--- src/rtl/fpu_exception_handler_pkg.sv ---
// Shared FPU exception definitions.
// Holds the operation codes, the exception codes, the default-result
// constants of the S.EEEE.MMM format (bias 7), the trap-mask bit indices,
// the handler FSM state type and small code helpers.
package fpu_exception_handler_pkg;

    // Operation codes (shared by datapath and handler)
    localparam logic [1:0] OP_ADD = 2'd0;
    localparam logic [1:0] OP_SUB = 2'd1;
    localparam logic [1:0] OP_MUL = 2'd2;
    localparam logic [1:0] OP_DIV = 2'd3;

    // Exception codes
    localparam logic [2:0] EXC_NONE      = 3'd0;
    localparam logic [2:0] EXC_SNAN      = 3'd1;
    localparam logic [2:0] EXC_INVALID   = 3'd2;
    localparam logic [2:0] EXC_DIV_ZERO  = 3'd3;
    localparam logic [2:0] EXC_OVERFLOW  = 3'd4;
    localparam logic [2:0] EXC_UNDERFLOW = 3'd5;
    localparam logic [2:0] EXC_INEXACT   = 3'd6;
    localparam logic [2:0] EXC_RSVD      = 3'd7;

    // Default results
    localparam logic [7:0] NAN_Q    = 8'h7C;
    localparam logic [6:0] INF_MAG  = 7'h78;
    localparam logic [6:0] ZERO_MAG = 7'h00;

    // Trap-mask / sticky-flag bit indices (bit k belongs to code k+1)
    localparam int TRAP_BIT_SNAN      = 0;
    localparam int TRAP_BIT_INVALID   = 1;
    localparam int TRAP_BIT_DIV_ZERO  = 2;
    localparam int TRAP_BIT_OVERFLOW  = 3;
    localparam int TRAP_BIT_UNDERFLOW = 4;
    localparam int TRAP_BIT_INEXACT   = 5;

    typedef enum logic {
        ST_IDLE = 1'b0,
        ST_TRAP = 1'b1
    } state_e;

    typedef struct packed {
        logic [1:0] op;
        logic [2:0] code;
    } log_entry_t;

    // Code actually acted on: no exception -> NONE, reserved code 7 -> INVALID.
    function automatic logic [2:0] norm_code(input logic exce, input logic [2:0] code);
        logic [2:0] c;
        c = code;
        if (!exce)
            c = EXC_NONE;
        else if (code == EXC_RSVD)
            c = EXC_INVALID;
        return c;
    endfunction

    // One-hot flag position of an (already normalised) code; NONE -> 0.
    function automatic logic [5:0] code_onehot(input logic [2:0] code);
        logic [5:0] oh;
        oh = '0;
        case (code)
            EXC_SNAN:      oh[TRAP_BIT_SNAN]      = 1'b1;
            EXC_INVALID:   oh[TRAP_BIT_INVALID]   = 1'b1;
            EXC_DIV_ZERO:  oh[TRAP_BIT_DIV_ZERO]  = 1'b1;
            EXC_OVERFLOW:  oh[TRAP_BIT_OVERFLOW]  = 1'b1;
            EXC_UNDERFLOW: oh[TRAP_BIT_UNDERFLOW] = 1'b1;
            EXC_INEXACT:   oh[TRAP_BIT_INEXACT]   = 1'b1;
            default:       oh = '0;
        endcase
        return oh;
    endfunction

endpackage

--- src/rtl/fpu_exce_log_fifo.sv ---
// Event-log FIFO for the FPU exception handler.
// Synchronous FIFO of DEPTH entries (power of two, >= 2) with a sticky
// overflow flag. A write into a full FIFO is dropped and sets overflow,
// unless a read happens in the same cycle, in which case both succeed.
// Ports:
//   clk, rst_n    clock, asynchronous active-low reset
//   wr_en/wr_data push request and data
//   rd_en         pop request (ignored while empty)
//   clr_ovf       clears overflow (a same-cycle drop still sets it)
//   empty         no entries
//   rd_data       head entry, 0 while empty
//   overflow      sticky: an entry was dropped
module fpu_exce_log_fifo #(
    parameter int WIDTH = 5,
    parameter int DEPTH = 4
) (
    input  logic             clk,
    input  logic             rst_n,
    input  logic             wr_en,
    input  logic [WIDTH-1:0] wr_data,
    input  logic             rd_en,
    input  logic             clr_ovf,
    output logic             empty,
    output logic [WIDTH-1:0] rd_data,
    output logic             overflow
);

    localparam int AW = $clog2(DEPTH);
    localparam logic [AW:0] PTR_ONE = {{AW{1'b0}}, 1'b1};

    logic [WIDTH-1:0] mem [DEPTH];
    logic [AW:0]      wr_ptr;
    logic [AW:0]      rd_ptr;
    logic             full;
    logic             do_push;
    logic             do_pop;
    logic             drop;

    // Extra pointer MSB distinguishes full from empty when the indices match.
    assign empty   = (wr_ptr == rd_ptr);
    assign full    = (wr_ptr[AW] != rd_ptr[AW]) && (wr_ptr[AW-1:0] == rd_ptr[AW-1:0]);
    assign do_pop  = rd_en && !empty;
    assign do_push = wr_en && (!full || do_pop);
    assign drop    = wr_en && full && !do_pop;
    assign rd_data = empty ? '0 : mem[rd_ptr[AW-1:0]];

    always_ff @(posedge clk or negedge rst_n) begin
        if (!rst_n) begin
            wr_ptr   <= '0;
            rd_ptr   <= '0;
            overflow <= 1'b0;
        end else begin
            if (do_push)
                wr_ptr <= wr_ptr + PTR_ONE;
            if (do_pop)
                rd_ptr <= rd_ptr + PTR_ONE;
            overflow <= (clr_ovf ? 1'b0 : overflow) | drop;
        end
    end

    // Storage needs no reset: rd_data is masked while empty.
    always_ff @(posedge clk) begin
        if (do_push)
            mem[wr_ptr[AW-1:0]] <= wr_data;
    end

endmodule

--- src/rtl/fpu_exception_handler.sv ---
// FPU exception handler (consumer side of the exception interface).
// Accepts each result with its exception code, substitutes the format's
// default result, accumulates sticky flags, logs events into a FIFO and
// raises a trap request for exceptions whose trap is enabled. Trapping
// events produce no output beat and block input until trap_ack.
// Ports:
//   in_valid/in_ready, in_op, in_exce, in_exce_code, in_result : input beat
//   out_valid/out_ready, out_result, out_exce_code            : output beat
//   trap_mask, trap_req, trap_ack, trap_op, trap_code          : trap control
//   sticky_flags, sticky_clr                                   : status flags
//   log_rd_en, log_empty, log_rd_data, log_overflow            : event log
module fpu_exception_handler
    import fpu_exception_handler_pkg::*;
#(
    parameter int DATA_W    = 8,
    parameter int LOG_DEPTH = 4
) (
    input  logic              clk,
    input  logic              rst_n,
    input  logic              in_valid,
    output logic              in_ready,
    input  logic [1:0]        in_op,
    input  logic              in_exce,
    input  logic [2:0]        in_exce_code,
    input  logic [DATA_W-1:0] in_result,
    output logic              out_valid,
    input  logic              out_ready,
    output logic [DATA_W-1:0] out_result,
    output logic [2:0]        out_exce_code,
    input  logic [5:0]        trap_mask,
    output logic [5:0]        sticky_flags,
    input  logic              sticky_clr,
    output logic              trap_req,
    input  logic              trap_ack,
    output logic [1:0]        trap_op,
    output logic [2:0]        trap_code,
    input  logic              log_rd_en,
    output logic              log_empty,
    output logic [4:0]        log_rd_data,
    output logic              log_overflow
);

    // Default-result substitution. The format is S.EEEE.MMM, so the
    // constants are sized for DATA_W = 8; bit DATA_W-1 carries the sign.
    function automatic logic [DATA_W-1:0] subst(input logic [2:0] code,
                                                input logic [DATA_W-1:0] res);
        logic [DATA_W-1:0] r;
        case (code)
            EXC_SNAN, EXC_INVALID:     r = NAN_Q;
            EXC_DIV_ZERO, EXC_OVERFLOW: r = {res[DATA_W-1], INF_MAG};
            EXC_UNDERFLOW:             r = {res[DATA_W-1], ZERO_MAG};
            default:                   r = res;
        endcase
        return r;
    endfunction

    state_e     state_q;
    state_e     state_d;
    logic [2:0] code_eff;
    logic [5:0] code_oh;
    logic       has_exc;
    logic       trap_hit;
    logic       xfer_in;
    logic       xfer_out;
    logic [5:0] sticky_set;
    log_entry_t log_wr;

    assign code_eff = norm_code(in_exce, in_exce_code);
    assign code_oh  = code_onehot(code_eff);
    assign has_exc  = (code_eff != EXC_NONE);
    assign trap_hit = has_exc && |(trap_mask & code_oh);

    // Output register frees up in the same cycle it is drained.
    assign in_ready = (state_q == ST_IDLE) && (!out_valid || out_ready);
    assign xfer_in  = in_valid && in_ready;
    assign xfer_out = out_valid && out_ready;

    assign sticky_set = (xfer_in && has_exc) ? code_oh : '0;
    assign trap_req   = (state_q == ST_TRAP);

    // FSM: state register
    always_ff @(posedge clk or negedge rst_n) begin
        if (!rst_n)
            state_q <= ST_IDLE;
        else
            state_q <= state_d;
    end

    // FSM: next state (trap_ack in IDLE has no effect)
    always_comb begin
        state_d = state_q;
        case (state_q)
            ST_IDLE: if (xfer_in && trap_hit) state_d = ST_TRAP;
            ST_TRAP: if (trap_ack)            state_d = ST_IDLE;
            default: state_d = ST_IDLE;
        endcase
    end

    // Trap context of the event that caused the trap
    always_ff @(posedge clk or negedge rst_n) begin
        if (!rst_n) begin
            trap_op   <= '0;
            trap_code <= '0;
        end else if (xfer_in && trap_hit) begin
            trap_op   <= in_op;
            trap_code <= code_eff;
        end
    end

    // Output beat register: loaded on a non-trapping accept, held until drained
    always_ff @(posedge clk or negedge rst_n) begin
        if (!rst_n) begin
            out_valid     <= 1'b0;
            out_result    <= '0;
            out_exce_code <= '0;
        end else if (xfer_in && !trap_hit) begin
            out_valid     <= 1'b1;
            out_result    <= subst(code_eff, in_result);
            out_exce_code <= code_eff;
        end else if (xfer_out) begin
            out_valid     <= 1'b0;
        end
    end

    // Sticky flags: a bit set in the clearing cycle survives the clear
    always_ff @(posedge clk or negedge rst_n) begin
        if (!rst_n)
            sticky_flags <= '0;
        else
            sticky_flags <= (sticky_clr ? 6'b0 : sticky_flags) | sticky_set;
    end

    assign log_wr.op   = in_op;
    assign log_wr.code = code_eff;

    fpu_exce_log_fifo #(
        .WIDTH (5),
        .DEPTH (LOG_DEPTH)
    ) u_log (
        .clk      (clk),
        .rst_n    (rst_n),
        .wr_en    (xfer_in && has_exc),
        .wr_data  (log_wr),
        .rd_en    (log_rd_en),
        .clr_ovf  (sticky_clr),
        .empty    (log_empty),
        .rd_data  (log_rd_data),
        .overflow (log_overflow)
    );

endmodule

--- config.mk ---
export PLATFORM = sky130hd
export DESIGN_NAME = fpu_exception_handler
export DESIGN_NICKNAME = d
export VERILOG_FILES = /design/src/rtl/fpu_exception_handler_pkg.sv /design/src/rtl/fpu_exce_log_fifo.sv /design/src/rtl/fpu_exception_handler.sv
export SDC_FILE = /design/constraint.sdc
export NUM_CORES = 1
export LEC_CHECK = 0
export ABC_AREA = 1
export BUFFER_PORTS_ARGS = -buffer_cell sky130_fd_sc_hd__buf_4
export CAP_MARGIN = 15
export CELL_PAD_IN_SITES_DETAIL_PLACEMENT = 1
export CELL_PAD_IN_SITES_GLOBAL_PLACEMENT = 1
export CORE_ASPECT_RATIO = 1.2
export CORE_MARGIN = 2
export CORE_UTILIZATION = 40
export DETAILED_ROUTE_END_ITERATION = 6
export PLACE_DENSITY_LB_ADDON = 0.1
export SLEW_MARGIN = 10
export SYNTH_ARGS = -nofsm -noshare
export SYNTH_HDL_FRONTEND = slang
export SYNTH_SLANG_ARGS = --single-unit
--- constraint.sdc ---
create_clock -name clk -period 2.3 [get_ports clk]
set_clock_uncertainty 0.15 [all_clocks]
set_input_delay 0.23 -clock clk [delete_from_list [all_inputs] [get_ports clk]]
set_output_delay 0.23 -clock clk [all_outputs]
set_load 0.02 [all_outputs]
==> Flow_metrics.wiki, run 1 <==
{| class="wikitable"
! Metric !! Value
|-
| Category of the most critical setup path || in -> reg
|-
| Start of the worst register-to-register path || out_valid
|-
| Level count of the clock H-tree || 2
|-
| Worst-margin pin slew || 476 ps
|-
| Sequential fraction of the synthesis area || between 50% and 60%
|-
| Max Slew Vio Count || 0
|-
| Most used standard cell by instance count after synthesis || nand2_1
|-
| Post-DP HPWL || 4590 microns
|-
| Category of the worst setup path launch point || primary input
|-
| Detail-routed via count per cell || roughly 4.9
|-
| Yosys top cell area share || 31.2%
|-
| Number of enable flip-flop cells after synthesis || 20
|-
| Final estimated routing congestion in global placement || just under 0.8
|-
| Final routed wire length divided by cell count || 14.2 microns
|-
| FP Rows || 31
|-
| Layout net count || between 300 and 400
|-
| Maximum count of clock buffers along a single path || 2
|-
| Crit. Startpoint || out_ready
|-
| Final core occ || 51.9%
|-
| Data arrival, critical path || 1970 ps
|-
| Leakage component of the power || 0.00158 uW
|-
| Synthesized area || 2480 sq um
|-
| Number of standard cells in the final layout excluding fillers || 416
|-
| Min-delay src || in_op[1]
|-
| Final wirelength || 5930 microns
|-
| Vias after detailed routing || 2,019
|-
| DR pass1 iterations || 4
|-
| Number of global-route vias before repair || 2,040
|-
| Wire length of the first global-routing pass || 9830 microns
|-
| Detailed-route DRC error count || 0
|-
| Initial drt markers || 123
|-
| Synth unique cells || 31
|-
| Crit path top cell by count || nor2_1
|-
| Number of nets still failing antenna checks after routing || 0
|-
| Commonest register cell after synthesis || dfrtp_1
|-
| Total of buffers placed on input and output ports || 58
|-
| TritonCTS clock tree || yes
|-
| Unrepaired setup endpoints after global routing || true
|-
| Synthesized Nets || about 300
|-
| Worst Reg2Reg Path Length in Cells || 7
|-
| Die span in x || 75.9 microns
|-
| Std-Cell Core Area || 6010 sq um
|-
| Total congestion overflow after global routing || 0
|-
| Maximum number of pins on one net before global-route repair || 32
|-
| Number of buffers inserted during clock tree synthesis || 5
|-
| Final total power || 3040 uW
|-
| Setup total negative slack || 0 ps
|-
| Min-delay worst type || in -> reg
|-
| Critical path fanouts, max || 9
|-
| Syn avg cell area || 9.23 sq um
|-
| Clock Pin Slew Worst Setup and Hold Paths || 80 ps
|-
| Worst path max stage delay || 520 ps
|-
| Count of cells along the worst hold path || 1
|-
| All-layer global routing usage || 18.2%
|-
| Share of the clock period used by the worst path || between 90% and 100%
|-
| Fraction of final layout cells sized beyond drive strength 1 || 26.6%
|-
| Top-level port count || 59
|-
| Initial antenna violation count || 0
|-
| Y dimension of the die || around 90 microns
|-
| Synth warn || 0
|-
| Max Fclk || 0.464 GHz
|-
| Number of cells in the design after placement || 404
|-
| Slowest stage cell, crit path || dlygate4sd3_1
|-
| Ordered list of cells on the worst path || dlygate4sd3_1 > buf_4 > nor2_1 > nor3b_4 > nand2_2 > nor2_4 > inv_2 > nor2_1
|-
| Post-CTS Setup Bufs || 0
|-
| Setup violation total in the final timing report || 0
|-
| Most common library cells after synthesis || 64 x nand2_1, 36 x inv_1, 31 x dfrtp_1
|-
| Final hold vios || 0
|-
| Cell at the root of the clock tree || clkbuf_8
|-
| Async set-or-reset flop fraction in the synthesized netlist || 60.8%
|-
| Synthesis-stage register bit count || 51
|-
| Critical path capture point type || flip-flop
|-
| Worst IR Drop VDD || 0.380 mV
|-
| Req. time, crit path || 2110 ps
|-
| Initial Utilization || 41.3%
|-
| Die ar. || about 6900 sq um
|-
| Number of standard cells after synthesis || 269
|-
| Outcome || completed
|-
| Minimum clock period || 2150 ps
|-
| Power per cell area || about 980 nW/um^2
|-
| Area growth, synth to finish || 25.5%
|-
| Latest clock arrival within the worst-skew pair || 290 ps
|-
| Leading cell types by total area after synthesis || dfrtp_1 31%, edfxtp_1 24%, nand2_1 9.7%
|-
| Library cell with the largest summed area after synthesis || dfrtp_1
|-
| Max transition margin || 68.1%
|-
| Antenna diodes || 0
|-
| Max cap viols || 0
|-
| Count of clock tree sinks || 51
|}
[repair_timing]
item / CTS / global route
setup endpoints to repair: 0 / 10
hold buffers: 4 / 0
endpoints found under the hold margin: 37 / 0
resized for setup: 0 / 3
[per-layer routing]
layer / part of all wire (%) / track usage (%) / up-vias / wire, microns
li1: - / - / 997 / -
met1: 40 / 20.9 / 979 / 2360
met2: 56 / 34.6 / 38 / 3330
met3: 2.9 / 2.50 / 5 / 170
met4: 1.2 / 5.91 / 0 / 71
met5: 0 / 0 / - / 0
[metrics by stage]
step                      instance area, sq um  hold slack (ps)  setup WS, ps
after floorplan                           2480             -216           284
after CTS                                 3110             2.04           110
after detailed placement                  2990             45.1           219
final                                     3120             14.3           147
after global placement                    2990             56.3           298
after global routing                      3120             2.90         -4.99
[critical path: cells and delay by family]
| kind | cells | cell delay [ps] |
|---|---|---|
| simple gates | 5 | 1020 |
| buf+inv | 3 | 720 |
[flip-flops by register name (all words and copies together) (netlist names), 2 cells and up]
| name | cells |
|---|---|
| u_log.rd_ptr | 3 |
| u_log.wr_ptr | 3 |
| sticky_flags | 6 |
| trap_code | 3 |
| out_result | 8 |
| u_log.mem | 20 |
| trap_op | 2 |
| out_exce_code | 3 |
[area by class of cell]
cell class	count	area, sq um
Clock inverter	3	15.0
Timing Repair Buffer	64	490
Clock buffer	5	68.8
Tap cell	82	103
Inverter	40	151
Fill cell	725	2890
Sequential cell	51	1380
Multi-Input combinational cell	171	913
[cell families (layout without fill, tap and decap cells)]
family                   Yosys count  after routing  share of synthesized area (%)
XOR/XNOR                           4              4                           1.41
AO/OA/AOI/OAI                     30             30                           7.31
adder cells (fa/ha/maj)            5              5                           2.52
buffers and inverters             47            112                           8.11
flip-flops                        51             51                           55.4
AND/OR/NAND/NOR                  132            132                           25.2
[final timing paths]
path	endpoint	slack [ps]
max	u_log.mem[2][3]	150
min	u_log.mem[2][4]	10
max reg2reg	u_log.mem[2][3]	240
min reg2reg	trap_code[1]	320
max in group asynchronous	trap_code[1]	1430
min in group asynchronous	u_log.rd_ptr[1]	260
[placed cells by master (no fill, tap or decap)]
cell type / netlist / routed
nor3b_4: 1 / 1
clkinv_2: 1 / 1
clkinv_1: 0 / 2
buf_4: 0 / 60
o21ai_0: 14 / 14
nor2_4: 2 / 2
ha_1: 5 / 5
xnor2_1: 2 / 2
nand2_4: 1 / 1
a21oi_1: 1 / 1
nor2_1: 22 / 19
clkbuf_8: 0 / 5
inv_2: 3 / 3
nor2_2: 1 / 4
nor3_1: 3 / 3
clkinvlp_4: 0 / 1
nand3b_1: 1 / 1
inv_1: 36 / 36
o21ai_1: 2 / 2
dfrtp_1: 31 / 31
nand4_2: 1 / 1
nand3_1: 24 / 24
nand3_4: 1 / 1
o21bai_4: 1 / 1
dlygate4sd3_1: 0 / 4
nand4_1: 4 / 4
o21ai_2: 1 / 1
edfxtp_1: 20 / 20
o22ai_1: 11 / 11
nand2_1: 64 / 64
nand2_2: 6 / 6
xor2_1: 2 / 2
nand3_2: 1 / 1
[power by group]
group / total [uW] / switching [uW] / internal (uW)
Clock: 485 / 278 / 207
Combinational: 1300 / 788 / 515
Sequential: 1250 / 137 / 1120
Total: 3040 / 1200 / 1840
(Power assumes the default switching activity.)
==> inputs of run 2 (changes only) <==
- BUFFER_PORTS_ARGS: -buffer_cell sky130_fd_sc_hd__buf_4 -> -buffer_cell sky130_fd_sc_hd__buf_2
- CELL_PAD_IN_SITES_DETAIL_PLACEMENT: 1 -> 0
- CELL_PAD_IN_SITES_GLOBAL_PLACEMENT: 1 -> 2
- CORE_MARGIN: 2 -> 1.5
- CORE_UTILIZATION: 40 -> 32
==> run 2 against run 1 <==
  * Power grew 1.0%
  * Clock-buffer cell count is the same
  * Non-clock buffer count grew 1
  * Hold slack gained 28 ps
  * Via count shrank 3.8%
  * Die area grew 21%
  * First-iteration DRC count shrank 33%
  * Routed wire length grew 2.4%
  * Core utilization shrank 12 points
  * Flip-flop and latch count is the same
  * Maximum frequency grew 4.3%
  * Largest cell class unchanged
==> Flow_metrics.wiki, run 2 (synthesis gave the netlist of run 1 again) <==
{| class="wikitable"
! Metric !! Value
|-
| Outcome || completed
|-
| Wire length of the first global-routing pass || 10,400 microns
|-
| Clock Pin Slew Worst Setup and Hold Paths || 100 ps
|-
| All-layer global routing usage || 16.0%
|-
| Max FFs per register || 20
|-
| Std-Cell Core Area || around 7600 sq um
|-
| Maximum count of clock buffers along a single path || 2
|-
| Final routed wire length divided by cell count || 14.2 microns
|-
| FP Rows || 35
|-
| Antenna diodes || 0
|-
| Max Slew Vio Count || 0
|-
| Category of the worst setup path launch point || primary input
|-
| Initial Utilization || 32.6%
|-
| Min-delay worst type || in -> reg
|-
| DR pass1 iterations || 4
|-
| Leakage component of the power || 0.00156 uW
|-
| Req. time, crit path || 2110 ps
|-
| Total net switching power || 1210 uW
|-
| Worst IR Drop VDD || 0.560 mV
|-
| Minimum clock period || 2070 ps
|-
| Initial drt markers || 83
|-
| Final total power || between 3000 and 4000 uW
|-
| Count of clock tree sinks || 51
|-
| Number of standard cells in the final layout excluding fillers || 427
|-
| Number of buffers inserted during clock tree synthesis || 5
|-
| Top-level port count || between 50 and 60
|-
| Most common library cell in the layout ignoring fill and taps || nand2_1
|-
| Initial antenna violation count || 0
|-
| Fraction of final layout cells sized beyond drive strength 1 || 27.2%
|-
| Detail-routed via count per cell || roughly 4.5
|-
| Max transition margin || about half
|-
| Sequential fraction of design power || 40.9%
|-
| Critical path fanouts, max || 6
|-
| Data arrival, critical path || 1870 ps
|-
| Critical path capture point type || flip-flop
|-
| Y dimension of the die || about 100 microns
|-
| Number of global-route vias before repair || roughly 2k
|-
| Most frequent cells in the layout || 64 x nand2_1, 58 x buf_2, 36 x inv_1
|-
| Final wirelength || 6070 microns
|-
| Total of buffers placed on input and output ports || 58
|-
| Number of nets still failing antenna checks after routing || 0
|-
| Net switching share of the total power || 39.4%
|-
| Power share of the combinational group || 38.5%
|-
| Category of the most critical setup path || in -> reg
|-
| Internal power contribution || 1860 uW
|-
| TritonCTS clock tree || yes
|-
| Latest clock arrival within the worst-skew pair || 300 ps
|-
| Max Fclk || 0.484 GHz
|-
| Die span in x || 83.4 microns
|-
| Total congestion overflow after global routing || 0
|-
| Area growth, synth to finish || 21.4%
|-
| Post-DP HPWL || 4620 microns
|-
| Setup total negative slack || 0 ps
|-
| Clock Power Share || 20.6%
|-
| Setup violation total in the final timing report || 0
|-
| Maximum number of pins on one net before global-route repair || 32
|-
| Share of the clock period used by the worst path || 89.8%
|-
| Die ar. || approximately 8300 sq um
|-
| Worst-margin pin slew || 748 ps
|-
| Level count of the clock H-tree || 2
|-
| Cell at the root of the clock tree || clkbuf_8
|-
| Final estimated routing congestion in global placement || about 0.8
|-
| Number of cells in the design after placement || approximately 420
|-
| Power per cell area || 1020 nW/um^2
|-
| Unrepaired setup endpoints after global routing || false
|-
| Vias after detailed routing || 1,942
|-
| Max cap viols || 0
|-
| Layout net count || 366
|-
| Final hold vios || 0
|-
| Detailed-route DRC error count || 0
|-
| Fill count || 830
|}
## run 2: cell types whose count changed in the layout (fill, tap and decap cells not counted), moves of 2 or more
cell / before / now
clkinv_1: 2 / 0
buf_4: 60 / 4
nor2_2: 4 / 1
nor2_1: 19 / 22
buf_2: 0 / 58
## run 2: power groups by stage
stage	combinational [uW]	sequential, uW	clock (uW)
after global placement	1190	1270	0
after detailed placement	1190	1270	0
after CTS	1200	1260	662
after floorplan	719	1340	0
after global routing	1360	1290	692
final	1180	1260	634
## run 2: metal layers
metal / track usage [%] / routed length, microns / part of all wire, %
met5: 0 / 0 / 0
met4: 4.16 / 65 / 1.1
met3: 3.07 / 229 / 3.8
met2: 30.0 / 3300 / 54
met1: 18.8 / 2470 / 41
## run 2: metrics by stage
stage / cell area [sq um] / worst slack [ps] / util, % / hold slack (ps)
3_3_place_gp: 2860 / 360 / 37.6 / 215
6_report: 3020 / 235 / 39.6 / 42.5
5_1_grt: 3020 / 61.2 / 39.6 / 21.0
3_5_place_dp: 2860 / 265 / 37.6 / 195
2_1_floorplan: 2480 / 284 / - / -216
4_1_cts: 3010 / 133 / 39.5 / 23.2
## run 2: layout make-up
cell class | count | area [sq um] | area share [%]
Tap cell | 92 | 115 | 3.82
Clock inverter | 3 | 46.3 | 1.54
Timing Repair Buffer | 65 | 350 | 11.6
Inverter | 40 | 151 | 5.02
Clock buffer | 5 | 68.8 | 2.28
Sequential cell | 51 | 1380 | 45.7
Multi-Input combinational cell | 171 | 906 | 30.0
## run 2: worst paths after layout
path / startpoint / endpoint / slack (ps) / cells after the start
max reg2reg: u_log.rd_ptr[1] / u_log.mem[0][2] / 290 / 7
min reg2reg: out_result[1] / out_result[1] / 330 / 2
min: in_op[1] / u_log.mem[1][4] / 40 / 1
min in group asynchronous: rst_n / trap_op[1] / 370 / 2
max in group asynchronous: rst_n / u_log.rd_ptr[0] / 1120 / 2
max: out_ready / u_log.mem[0][2] / 230 / 8
## run 2: what timing repair did
item	CTS	global route
buffers inserted	0	1
hold buffers	3	0
gates resized for setup	0	1
endpoints found under the setup margin	0	5
hold endpoints to repair	33	0
## run 2: worst max-delay path: stages
cell           delay, ps
dlygate4sd3_1        520
buf_2                110
nor2_1                70
nor3b_4              240
nand2_2              110
nor2_4               180
inv_2                 80
nor2_1               330
